**config.mk**
```make
export PLATFORM = sky130hd
export DESIGN_NAME = memory_access_controller
export DESIGN_NICKNAME = d
export VERILOG_FILES = /design/src/rtl/memory_pkg.sv /design/src/rtl/memory_access_controller_fifo.sv /design/src/rtl/memory_access_controller.sv
export SDC_FILE = /design/constraint.sdc
export NUM_CORES = 1
export LEC_CHECK = 0
export ABC_AREA = 1
export BUFFER_PORTS_ARGS = -buffer_cell sky130_fd_sc_hd__buf_2
export CORE_MARGIN = 2
export CORE_UTILIZATION = 44
export DETAILED_ROUTE_END_ITERATION = 12
export GPL_ROUTABILITY_DRIVEN = 0
export GPL_TIMING_DRIVEN = 0
export PLACE_DENSITY = 0.78
export SKIP_CTS_REPAIR_TIMING = 1
export SLEW_MARGIN = 20
export SYNTH_ARGS = -nofsm -noshare
export SYNTH_HDL_FRONTEND = slang
export SYNTH_HIERARCHICAL = 1
export SYNTH_SLANG_ARGS = --single-unit
```
**constraint.sdc**
```tcl
create_clock -name clka -period 1.9 [get_ports clka]
set_clock_uncertainty 0.2 [all_clocks]
set_input_delay 0.19 -clock clka [delete_from_list [all_inputs] [get_ports clka]]
set_output_delay 0.19 -clock clka [all_outputs]
set_load 0.01 [all_outputs]
```
**src/rtl/memory_pkg.sv**
```systemverilog
// memory_pkg: constants shared by the memory access controller and its response FIFO.
package memory_pkg;
  localparam int RSP_DEPTH_MIN = 2;
  localparam logic REQ_READ = 1'b0;
  localparam logic REQ_WRITE = 1'b1;
endpackage

```
**src/rtl/memory_access_controller_fifo.sv**
```systemverilog
// response_fifo: in-order read-data buffer with occupancy count.
module response_fifo #(
  parameter int DEPTH = 2,
  parameter int WIDTH = 1
) (
  input  logic                         clk_i,
  input  logic                         rst_i,
  input  logic                         push_i,
  input  logic [WIDTH-1:0]             wdata_i,
  input  logic                         pop_i,
  output logic [WIDTH-1:0]             rdata_o,
  output logic                         full_o,
  output logic                         empty_o,
  output logic [$clog2(DEPTH+1)-1:0]   count_o
);
  localparam int PW = DEPTH > 1 ? $clog2(DEPTH) : 1;
  localparam int CW = $clog2(DEPTH + 1);
  logic [WIDTH-1:0] mem_q [DEPTH];
  logic [PW-1:0] wr_q, wr_d, rd_q, rd_d;
  logic [CW-1:0] count_q, count_d;
  logic do_push, do_pop;
  assign full_o = count_q == CW'(DEPTH);
  assign empty_o = count_q == '0;
  assign count_o = count_q;
  assign rdata_o = mem_q[rd_q];
  always_comb begin
    do_push = push_i && !full_o;
    do_pop = pop_i && !empty_o;
    wr_d = do_push ? (wr_q == PW'(DEPTH - 1) ? '0 : wr_q + PW'(1)) : wr_q;
    rd_d = do_pop ? (rd_q == PW'(DEPTH - 1) ? '0 : rd_q + PW'(1)) : rd_q;
    count_d = count_q + CW'(do_push) - CW'(do_pop);
  end
  always_ff @(posedge clk_i) begin
    if (rst_i) begin
      wr_q <= '0;
      rd_q <= '0;
      count_q <= '0;
    end else begin
      wr_q <= wr_d;
      rd_q <= rd_d;
      count_q <= count_d;
    end
  end
  always_ff @(posedge clk_i) begin
    if (do_push) mem_q[wr_q] <= wdata_i;
  end
endmodule

```
**src/rtl/memory_access_controller.sv**
```systemverilog
// memory_access_controller: valid/ready front end for a dual-port memory with 1-cycle read latency,
// returning read data in order through a credit-limited response FIFO.
module memory_access_controller
  import memory_pkg::*;
#(
  parameter int ADDRESS_WIDTH = 1,
  parameter int DATA_WIDTH = 1,
  parameter int RSP_DEPTH = 2
) (
  input  logic                     clka,
  input  logic                     rsta,
  input  logic                     req_valid,
  output logic                     req_ready,
  input  logic                     req_write,
  input  logic [ADDRESS_WIDTH-1:0] req_address,
  input  logic [DATA_WIDTH-1:0]    req_wdata,
  output logic                     rsp_valid,
  input  logic                     rsp_ready,
  output logic [DATA_WIDTH-1:0]    rsp_rdata,
  output logic                     mem_enable_write,
  output logic [ADDRESS_WIDTH-1:0] mem_write_address,
  output logic [DATA_WIDTH-1:0]    mem_write_data,
  output logic                     mem_enable_read,
  output logic [ADDRESS_WIDTH-1:0] mem_read_address,
  input  logic [DATA_WIDTH-1:0]    mem_read_data
);
  localparam int DEPTH = RSP_DEPTH < RSP_DEPTH_MIN ? RSP_DEPTH_MIN : RSP_DEPTH;
  localparam int CW = $clog2(DEPTH + 1);
  localparam int OW = $clog2(DEPTH + 3);
  logic en_wr_q, en_wr_d, en_rd_q, en_rd_d, s2_q, s2_d;
  logic [ADDRESS_WIDTH-1:0] wa_q, wa_d, ra_q, ra_d;
  logic [DATA_WIDTH-1:0] wd_q, wd_d;
  logic req_fire, wr_fire, rd_fire, fifo_full, fifo_empty;
  logic [CW-1:0] fifo_count;
  logic [OW-1:0] outstanding;
  // every read holds a credit from issue until its response is popped, so the FIFO never overflows
  always_comb begin
    outstanding = OW'(en_rd_q) + OW'(s2_q) + OW'(fifo_count);
    req_ready = outstanding < OW'(DEPTH);
    req_fire = req_valid && req_ready;
    wr_fire = req_fire && req_write == REQ_WRITE;
    rd_fire = req_fire && req_write == REQ_READ;
    en_wr_d = wr_fire;
    en_rd_d = rd_fire;
    s2_d = en_rd_q;
    wa_d = wr_fire ? req_address : wa_q;
    wd_d = wr_fire ? req_wdata : wd_q;
    ra_d = rd_fire ? req_address : ra_q;
  end
  always_ff @(posedge clka) begin
    if (rsta) begin
      en_wr_q <= 1'b0;
      en_rd_q <= 1'b0;
      s2_q <= 1'b0;
      wa_q <= '0;
      wd_q <= '0;
      ra_q <= '0;
    end else begin
      en_wr_q <= en_wr_d;
      en_rd_q <= en_rd_d;
      s2_q <= s2_d;
      wa_q <= wa_d;
      wd_q <= wd_d;
      ra_q <= ra_d;
    end
  end
  assign mem_enable_write = en_wr_q;
  assign mem_write_address = wa_q;
  assign mem_write_data = wd_q;
  assign mem_enable_read = en_rd_q;
  assign mem_read_address = ra_q;
  assign rsp_valid = !fifo_empty;
  response_fifo #(
    .DEPTH (DEPTH),
    .WIDTH (DATA_WIDTH)
  ) u_rsp_fifo (
    .clk_i   (clka),
    .rst_i   (rsta),
    .push_i  (s2_q && !fifo_full),
    .wdata_i (mem_read_data),
    .pop_i   (rsp_ready),
    .rdata_o (rsp_rdata),
    .full_o  (fifo_full),
    .empty_o (fifo_empty),
    .count_o (fifo_count)
  );
endmodule
```
==> reports/metrics.csv <==
stage,metric,value,unit
min_path,hold path depth,4,
placement,post-DP HPWL,866.9,um
power_and_ir_drop,PD cells,1198,nW/um^2
global_routing,largest net degree at the start of global routing,8,
logic_synthesis,Mapped Nets,90,
route,via count,550,
global_routing,initial antenna violation count,0,
timing,minimum clock period after layout,1.854,ns
critical_path,Crit path top cell by count,inv_1,
clock_tree,root buf cell,clkbuf_4,
min_path,Hold Path Sink,u_rsp_fifo/rd_q,
clock_tree,clk sinks,13,
global_routing,GRT Util Overall,13.26,%
critical_path,WP data required,1.87,ns
timing,final period utilization,97.60,%
logic_synthesis,Post-synth top cells,"inv_1, nor2_1, nand2_1",
critical_path,Worst R2R Path Depth,12,
final_layout,# diodes,0,
critical_path,FF-to-FF End,u_rsp_fifo/count_o[1],
logic_synthesis,"Seq/Total Area, Yosys",44.89,%
timing,"Hold Vio Cnt, Final",0,
critical_path,"critical path, cell by cell",inv_1 > nand2_2 > inv_1 > nor2_4 > nand2_1 > ha_1 > inv_1 > ha_1 > inv_1 > nand2_2 > a21oi_2 > nor2_1,
floorplanning,core footprint,1318,um^2
critical_path,startpoint type of the worst setup path,register,
clock_tree,CTS tree,yes,
critical_path,CP Depth,12,
run_status,outcome,"finished, final reports clean",
timing,Peak Freq,539.3,MHz
clock_tree,CTS Buffer Depth,2,
critical_path,Reg2Reg Setup Slack,0.05,ns
critical_path,peak fanout along the critical path,4,
floorplanning,die area,1736,um^2
logic_synthesis,Syn Area/Cell,7.903,um^2
logic_synthesis,synth top area cells,"dfxtp_1, inv_1, edfxtp_1",
final_layout,Synth-to-Final Area Change,32.26,%
timing,fin. max-slew vios,0,
clock_tree,total CTS buffers,3,
logic_synthesis,most common cell in the netlist,inv_1,
critical_path,RR Startpoint,u_rsp_fifo/count_o[0],
floorplanning,I/O pins,16,
route,vias per cell,4.583,
min_path,Min-Delay Path Class,primary input to register,
timing,# setup viols final,0,
logic_synthesis,Async SR Flop Fraction,0,%
final_layout,final core utilization,62.68,%
logic_synthesis,Netlist cell types,16,
clock_tree,clock transition at the registers of the reported paths,0.07,ns
global_routing,Overflow after GRT,0,
floorplanning,Initial Util,47.39,%
final_layout,layout cell share with drive strength beyond 1,34.29,%
logic_synthesis,top cell type by total area after synthesis,dfxtp_1,
route,drt total wl,1191,um
min_path,worst min-delay path startpoint,rsp_ready,
flow_run,max cap viols,0,
logic_synthesis,"Primary FF master, synth",dfxtp_1,
critical_path,Crit. End Element,register,
global_routing,vias in the first global route,477,
critical_path,biggest cell delay along the critical path,0.36,ns
logic_synthesis,Post-synth EDFFs,2,
logic_synthesis,Synth Register Bits,13,
route,Antenna Nets Post-Route,0,
logic_synthesis,area fraction of the dominant cell type after synthesis,35.27,%
route,initial drt markers,4,
floorplanning,die height,41.67,um
logic_synthesis,synth warn,6,
route,Pre-Repair DR Iteration Count,5,
power_and_ir_drop,Final Total Pwr,0.9889,mW
power_and_ir_drop,leakage power,0.4391,nW
logic_synthesis,Mapped Area,624.3,um^2
critical_path,Crit Path Category,register to register,
route,DR WL/cell,9.925,um
floorplanning,DIE WIDTH,41.67,um
critical_path,Crit path max-delay family,adder cells,
critical_path,CP max-delay cell,dfxtp_4,
power_and_ir_drop,VDD IR-drop max,600.4,uV
clock_tree,clock latency on the worst-skew pair,0.27,ns
critical_path,buffers and inverters on the worst path,4,
timing,Worst-Margin Slew,0.1612,ns
floorplanning,std cell rows,13,
final_layout,Layout Nets,117,
clock_tree,H-tree level count,1,
route,number of remaining DRC errors,0,
placement,I/O Buffers,15,
global_routing,first-pass GRT wire length,1738,um
critical_path,WP data arrival,1.82,ns
timing,Rel. slew slack,89.24,%
logic_synthesis,Cells after Synth,79,
==> final cells by class <==
cell class                      count  area, um^2
Inverter                           19       71.32
Tap cell                           15       18.77
Multi-Input combinational cell     47       286.5
Fill cell                         111       491.7
Sequential cell                    13       285.3
Timing Repair Buffer               22       137.6
Clock buffer                        4       26.28
==> per-stage QoR <==
step                instance area, um^2  cells   TNS, ns  setup slack, ns  hold WS, ns
global placement                  718.2    109  -0.08824         -0.08824       0.1782
detailed placement                718.2    109   -0.1527          -0.1518       0.1828
floorplan                         624.3     79         0          0.01209      0.06122
global route                      825.8    120  -0.05127         -0.05127      0.05030
CTS                               744.5    113   -0.2028          -0.1764      -0.1017
finish                            825.8    120         0          0.04560      0.02987
==> kinds of logic after synthesis <==
logic type	count (synthesis)	synth area share, %
AO/OA/AOI/OAI	2	1.603
flip-flops	13	44.89
adder cells (fa/ha/maj)	3	6.013
multiplexers	1	1.803
AND/OR/NAND/NOR	41	34.27
buffers and inverters	19	11.42
==> worst max path at each step <==
stage,from,end,slack (ns)
after floorplan,u_rsp_fifo/count_o[0],u_rsp_fifo/count_o[1],0.01
after global placement,u_rsp_fifo/count_o[0],u_rsp_fifo/count_o[1],-0.09
after detailed placement,u_rsp_fifo/count_o[0],u_rsp_fifo/count_o[1],-0.15
after CTS,u_rsp_fifo/count_o[0],u_rsp_fifo/count_o[1],-0.18
after global routing,u_rsp_fifo/count_o[0],u_rsp_fifo/count_o[1],-0.05
final,u_rsp_fifo/count_o[0],u_rsp_fifo/count_o[1],0.05
==> routing by layer <==
metal	up-vias	share of wire, %	global-route usage, %
li1	290	-	-
met1	239	38	13.39
met2	17	57	23.75
met3	4	3.6	3.913
met4	0	1.2	7.742
met5	-	0	0
==> sequential cells by signal, indices dropped and copies added, names as in the netlist, named ones only <==
name and cells:
mem_enable_write 1, mem_read_address 1, u_rsp_fifo/count_o 2, u_rsp_fifo/wr_q 1, s2_q 1, mem_write_address 1, mem_write_data 1, mem_enable_read 1
u_rsp_fifo/rd_q 1, u_rsp_fifo/mem_q 2
==> report_power, final <==
group          leakage [nW]  switching, mW  internal [mW]
Clock                0.0150         0.0822         0.0813
Sequential            0.109         0.0480          0.344
Combinational         0.315          0.246          0.188
Total                 0.439          0.376          0.613
==> tightest hold or removal path: stages <==
cell and delay [ns]:
buf_2 0.09, nand3_1 0.07, nand2_1 0.07, nor2_1 0.04
==> placed cells by master, fill, tap and decap left out, types with 2 or more instances in the layout <==
| cell | synthesis | routed |
|---|---|---|
| buf_2 | 0 | 15 |
| buf_4 | 0 | 3 |
| clkbuf_4 | 0 | 3 |
| dfxtp_1 | 11 | 9 |
| dlygate4sd3_1 | 0 | 4 |
| edfxtp_1 | 2 | 2 |
| ha_1 | 3 | 3 |
| inv_1 | 18 | 18 |
| nand2_1 | 14 | 13 |
| nand2_2 | 2 | 3 |
| nand3_1 | 2 | 2 |
| nor2_1 | 16 | 15 |
| nor2_2 | 2 | 2 |
| nor2_4 | 2 | 3 |
(Power assumes the default switching activity.)
